===== config.mk =====
export PLATFORM = sky130hd
export DESIGN_NAME = opcode_call_stack
export DESIGN_NICKNAME = d
export VERILOG_FILES = /design/src/rtl/opcode_call_stack.sv
export SDC_FILE = /design/constraint.sdc
export NUM_CORES = 1
export LEC_CHECK = 0
export ABC_AREA = 0
export CAP_MARGIN = 40
export CORE_UTILIZATION = 55
export CTS_CLUSTER_DIAMETER = 200
export DETAILED_ROUTE_END_ITERATION = 7
export DONT_BUFFER_PORTS = 1
export HOLD_SLACK_MARGIN = 0.1
export PLACE_DENSITY_LB_ADDON = 0.12
export SKIP_CTS_REPAIR_TIMING = 1
export SYNTH_ARGS = -nofsm -noshare
export SYNTH_HDL_FRONTEND = slang
export SYNTH_SLANG_ARGS = --single-unit

===== constraint.sdc =====
create_clock -name clock -period 3.35 [get_ports clock]
set_input_delay 0.1675 -clock clock [delete_from_list [all_inputs] [get_ports clock]]
set_output_delay 0.1675 -clock clock [all_outputs]
set_load 0.02 [all_outputs]

===== src/rtl/opcode_call_stack.sv =====
// opcode_call_stack: LIFO of saved opcodes for CALLproc/RET.
// Top of stack is combinational. Full/empty status, sticky overflow/underflow flags,
// occupancy count and high-water mark are provided for debug.
module opcode_call_stack #(
    parameter int unsigned WIDTH = 4,
    parameter int unsigned DEPTH = 8,
    localparam int unsigned CW = $clog2(DEPTH + 1)
) (
    input  logic             clock,
    input  logic             reset,
    input  logic             push,
    input  logic             pop,
    input  logic [WIDTH-1:0] write_data,
    input  logic             clear_err,
    output logic [WIDTH-1:0] read_data,
    output logic             empty,
    output logic             full,
    output logic [CW-1:0]    count,
    output logic [CW-1:0]    high_water,
    output logic             overflow,
    output logic             underflow
);

    localparam int unsigned AW = (DEPTH > 1) ? $clog2(DEPTH) : 1;
    localparam logic [CW-1:0] DepthCount = CW'(DEPTH);

    logic [WIDTH-1:0] mem_q [DEPTH];

    logic [CW-1:0]    count_q, count_d;
    logic [CW-1:0]    high_water_q, high_water_d;
    logic             overflow_q, overflow_d;
    logic             underflow_q, underflow_d;

    logic             mem_we;
    logic [AW-1:0]    mem_waddr;
    logic [AW-1:0]    top_addr;
    logic [AW-1:0]    next_addr;
    logic             is_empty;
    logic             is_full;

    assign is_empty  = (count_q == '0);
    assign is_full   = (count_q == DepthCount);
    // Only meaningful when non-empty / non-full respectively; guarded below.
    assign top_addr  = AW'(count_q - CW'(1));
    assign next_addr = AW'(count_q);

    // Next-state for count, flags, high-water and the storage write port.
    always_comb begin
        count_d     = count_q;
        overflow_d  = clear_err ? 1'b0 : overflow_q;
        underflow_d = clear_err ? 1'b0 : underflow_q;
        mem_we      = 1'b0;
        mem_waddr   = next_addr;

        if (push && pop) begin
            if (is_empty) begin
                // Pop part fails, push part still lands in slot 0.
                mem_we      = 1'b1;
                mem_waddr   = '0;
                count_d     = CW'(1);
                underflow_d = 1'b1;
            end else begin
                // Replace top in place; legal even when full.
                mem_we    = 1'b1;
                mem_waddr = top_addr;
            end
        end else if (push) begin
            if (is_full) begin
                overflow_d = 1'b1;
            end else begin
                mem_we    = 1'b1;
                mem_waddr = next_addr;
                count_d   = count_q + CW'(1);
            end
        end else if (pop) begin
            if (is_empty) begin
                underflow_d = 1'b1;
            end else begin
                count_d = count_q - CW'(1);
            end
        end

        high_water_d = (count_d > high_water_q) ? count_d : high_water_q;
    end

    // Control state with asynchronous reset.
    always_ff @(posedge clock or posedge reset) begin
        if (reset) begin
            count_q      <= '0;
            high_water_q <= '0;
            overflow_q   <= 1'b0;
            underflow_q  <= 1'b0;
        end else begin
            count_q      <= count_d;
            high_water_q <= high_water_d;
            overflow_q   <= overflow_d;
            underflow_q  <= underflow_d;
        end
    end

    // Storage array is deliberately not reset; it is hidden whenever empty.
    always_ff @(posedge clock) begin
        if (mem_we) begin
            mem_q[mem_waddr] <= write_data;
        end
    end

    assign read_data  = is_empty ? '0 : mem_q[top_addr];
    assign empty      = is_empty;
    assign full       = is_full;
    assign count      = count_q;
    assign high_water = high_water_q;
    assign overflow   = overflow_q;
    assign underflow  = underflow_q;

endmodule


# Word-level counts from Yosys, hierarchy flattened
# Memories as Yosys holds them, arrays and structs flattened.
# Cells that the tools add are included.
dict set report word_totals {
  register_bits 10
  mem_bits_rw 32
  input_bits 9
  out_inout_bits 16
  wordCells 34
  mem_count 1
}
dict set report op_classes {
  n_addsub 2
  magnitude_cmp 1
  n_eq_ne 1
  mux 23
  n_reduce_logical 2
}
# name words word_bits read_ports rd_clocked_by_memory_dff wr line
set mem_list {}
lappend mem_list {mem_q 8 4 1 0 1 27} ;# logic [WIDTH-1:0] mem_q [DEPTH];
# op n
set ops {}
lappend ops {{4-bit 2-to-1 mux} 7}
lappend ops {{1-bit 2-to-1 mux} 14}
lappend ops {{3-bit 2-to-1 mux} 2}
lappend ops {{4-bit by 1-bit adder with 4-bit output (second input constant)} 1}
lappend ops {{4-bit == test (second input constant)} 1}
lappend ops {{4-bit > comparator} 1}
lappend ops {{4-bit zero test} 1}
lappend ops {{4-bit by 1-bit subtractor with 4-bit output (second input constant)} 1}
lappend ops {{1-bit logical AND} 1}

# Logic depth before layout (Yosys ltp)
dict set report logic_depth {
  ltp_word 6
  mapped_depth 14
  depth_no_buf 13
}

# Worst setup path after synthesis
# OpenSTA, ideal clock, no wires.
dict set report synth_timing {
  path_kind {reg2reg}
  from {register count_q[0] (netlist: count[0])}
  to {register high_water_q[0] (netlist: high_water[0])}
  setup_time_ns 0.125
  t_arrival_ns 3.115
  t_required_ns 3.225
  path_slack_ns 0.110
  stages_incl_launch_ff 14
  n_path_buf 1
  synth_period_minus_slack_ns 3.240
  path_cell_list {dfrtp_1 inv_1 ha_1 or3b_1 clkbuf_1 ha_1 mux2i_1 a32oi_1 o21ai_1 inv_1 ha_1 and4_1 a21oi_1 mux2_2}
}
dict set report synth_between {
  elab_chain_len 6
  elab_cells_between_ends 11
  cone_classes {2 x add/sub; 1 x order compare; 1 x eq/ne; 6 x mux; 1 x reduce/logical}
}
# item line
set synth_lines {}
lappend synth_lines {{start: declaration} 29} ;# logic [CW-1:0] count_q, count_d;
lappend synth_lines {{start signal: assignment} 94} ;# count_q <= count_d;
lappend synth_lines {{4-bit by 1-bit subtractor with 4-bit output / 4-bit zero test (equally long branches)} {79, 41}}
lappend synth_lines {{4-bit 2-to-1 mux} 76} ;# if (is_empty) begin
lappend synth_lines {{4-bit 2-to-1 mux} 75} ;# end else if (pop) begin
lappend synth_lines {{4-bit 2-to-1 mux} 67} ;# end else if (push) begin
lappend synth_lines {{4-bit 2-to-1 mux *} 55} ;# if (push && pop) begin
lappend synth_lines {{net count_d[0]} 29}
lappend synth_lines {{4-bit > comparator} 83} ;# high_water_d = (count_d > high_water_q) ? count_d : high_water_q;
lappend synth_lines {{end signal: assignment} 95} ;# high_water_q <= high_water_d;
lappend synth_lines {{end: declaration} 30} ;# logic [CW-1:0] high_water_q, high_water_d;
# Mark *: on every way through the listed nets, which the timed path passes. The rest lies on a longest branch.
# A chain may end at the register's enable or synchronous reset.

# Final worst setup path
# Same ends and word-level chain as after synthesis.

==> metrics.yaml <==
netlist_instances: 149
clk_latency_ps: 290
p_per_area_mw_per_mm2: 988
yosysTopAreaCell: "edfxtp_1"
via_per_inst: 5.96
die_x_um: 63.1
netlist_top_cells_area: "edfxtp_1, dfrtp_1, mux4_2, ha_1, mux2i_1"
cp.arrival_ps: 3320
syn_nets: 166
cts_tree: "done"
cpMostUsedCell: "ha_1"
overflow: 0
rows: 21
synth-edff-count: 32
globalplace.congestion: 0.825
fin_ws_ps: 209
status: "completed"
drc: 0
synth_flop_cell: "edfxtp_1"
clockBufferDepth: 2
dp_hpwl_mm: 2.72
antenna_found_initial: 0
wl_mm: 3.88
drive_gt1_frac: 0.194
rsz0062_at_grt: "no"
ys_warn_count: 0
fin_worst_skew_ps: 2.89
finish.net_count: 181
drt_iter0_markers: 64
critPathCaptureType: "register"
clock-root-buffer: "clkbuf_8"
finalHoldViolations: 0
grt_max_degree: 21
tns_ps: 0
pre_cts_ws_ps: 106
syn-cell-area_mm2: 0.00205
maxCapViolCount: 0
firstDrtPassIters: 4
max_freq_mhz: 318
seq_area_frac_synth: 0.590
port_buffers: 0
syn_avg_cell_area_um2: 13.8
fin_crit_sh: 0.938
syn_to_final_growth_pct: 13.5
synthArstFlopShare: 0.238
worstSetupPathType: "register to register"
start_util: 0.596
htreeDepth: 2
ioPinCount: 25
vias: 1257
vdd_drop_max_uv: 686
hold_class: "input port to register"
cts_sinks: 42
netlist-cell-type-count: 42
track_usage: 0.205
slew_headroom: 0.548
required_ps: 3530
startpoint_type: "register"
synth_seq_cells: 42
synth_top_area_share: 0.468
leakagePower_nw: 0.887
max_slew.worst_pin.slew_ps: 672
finalCriticalPeriod_ps: 3140
clkTransAtPathRegs_ps: 70
maxSlewViolCount: 0
fillCellCount: 245
cts_made_buffers: 5
path_cells: "inv_1 -> ha_1 -> or3b_1 -> ha_1 -> mux2i_1 -> a32oi_1 -> o21ai_1 -> inv_1 -> ha_1 -> and4_1 -> a21oi_2 -> mux2_2"
grt_pass1_wl_mm: 5.96
core_mm2: 0.00344
crit_slowest_cell: "or3b_1"
n_antenna_cell: 0
grt_pass1_vias: 1207
setup_viol: 0
cpPeakStageDelay_ps: 460
die_area_mm2: 0.00398
ant_nets: 0
die_h_um: 63.1
routedWlPerCell_um: 18.4
path_max_fanout: 6
-- cells in the mapped netlist (2+ instances only) --
cell and number:
edfxtp_1 32, nor2_1 12, inv_1 11, dfrtp_1 10
ha_1 8, mux4_2 8, nand2_1 7, mux2i_1 5
clkbuf_1 4, mux2_2 4, nor2b_1 4, buf_1 3
nand2b_1 3, nor3_1 3, a21boi_0 2, a21oi_1 2
mux2_4 2, nand3_1 2, nand4_1 2, o21ai_0 2
o21ai_1 2
-- cell usage in the layout (no fill, tap or decap), types with 5 or more instances in the layout --
cell type,n
buf_4,7
mux4_2,8
ha_1,8
dfrtp_1,10
nor2_1,12
nand2_1,7
edfxtp_1,32
inv_1,11
clkbuf_8,5
dlygate4sd3_1,8
mux2i_1,5
-- stage by stage --
stage                     utilization  total power, mW  cell area (um2)  instances  hold slack (ps)
after floorplan                     -             1.63             2050        149             7.68
after global placement          0.621             1.85             2140        195             43.7
after detailed placement        0.621             1.90             2140        195             50.3
after CTS                       0.652             2.29             2250        203             -260
after global routing            0.677             2.44             2330        211              121
final                           0.677             2.30             2330        211              110
-- registers in the layout (all words and copies together), names as in the netlist --
signal / count
mem_q: 32
count: 4
high_water: 4
overflow: 1
underflow: 1
-- routing by layer --
metal,global-route usage,up-vias,part of all wire
met5,0,-,0
met4,0.0698,0,0.013
met3,0.0525,6,0.049
met2,0.321,28,0.46
met1,0.280,638,0.48
li1,-,585,-
-- logic make-up after synthesis --
family,after synthesis,share of synthesized area
XOR/XNOR,1,0.00427
flip-flops,42,0.590
adder cells (fa/ha/maj),8,0.0488
AO/OA/AOI/OAI,19,0.0671
multiplexers,19,0.149
AND/OR/NAND/NOR,41,0.106
buffers and inverters,19,0.0348
-- final timing paths --
path	startpoint	to	slack [ps]	depth (start not counted)
setup / recovery	count[0]	high_water[0]	210	12
hold / removal	pop	count[0]	110	2
setup reg to reg	count[0]	high_water[0]	210	12
hold reg to reg	overflow	overflow	660	2
max in group asynchronous	reset	overflow	2790	2
min in group asynchronous	reset	underflow	300	2
-- where the power goes --
| part | internal [mW] | switching (mW) |
|---|---|---|
| Sequential | 0.672 | 0.0978 |
| Combinational | 0.496 | 0.648 |
| Clock | 0.222 | 0.166 |
| Total | 1.39 | 0.912 |
-- layout make-up --
type | count | area [um2] | share of cell area
inverter | 12 | 45.0 | 0.0193
multi-input combinational | 88 | 773 | 0.332
clock buffer | 6 | 72.6 | 0.0311
clock inverter | 2 | 37.5 | 0.0161
sequential | 42 | 1210 | 0.520
tap | 46 | 57.6 | 0.0247
timing repair buffer | 15 | 133 | 0.0569
-- worst max-delay path, delay by kind of cell, from the launching register on --
family,cells,cell delay [ps]
DFF,1,380
buffers and inverters,2,220
AOI/OAI and AO/OA,3,450
and+or+nand+nor,2,680
adders and majority gates,3,800
muxes,2,510
(Power assumes the default switching activity.)
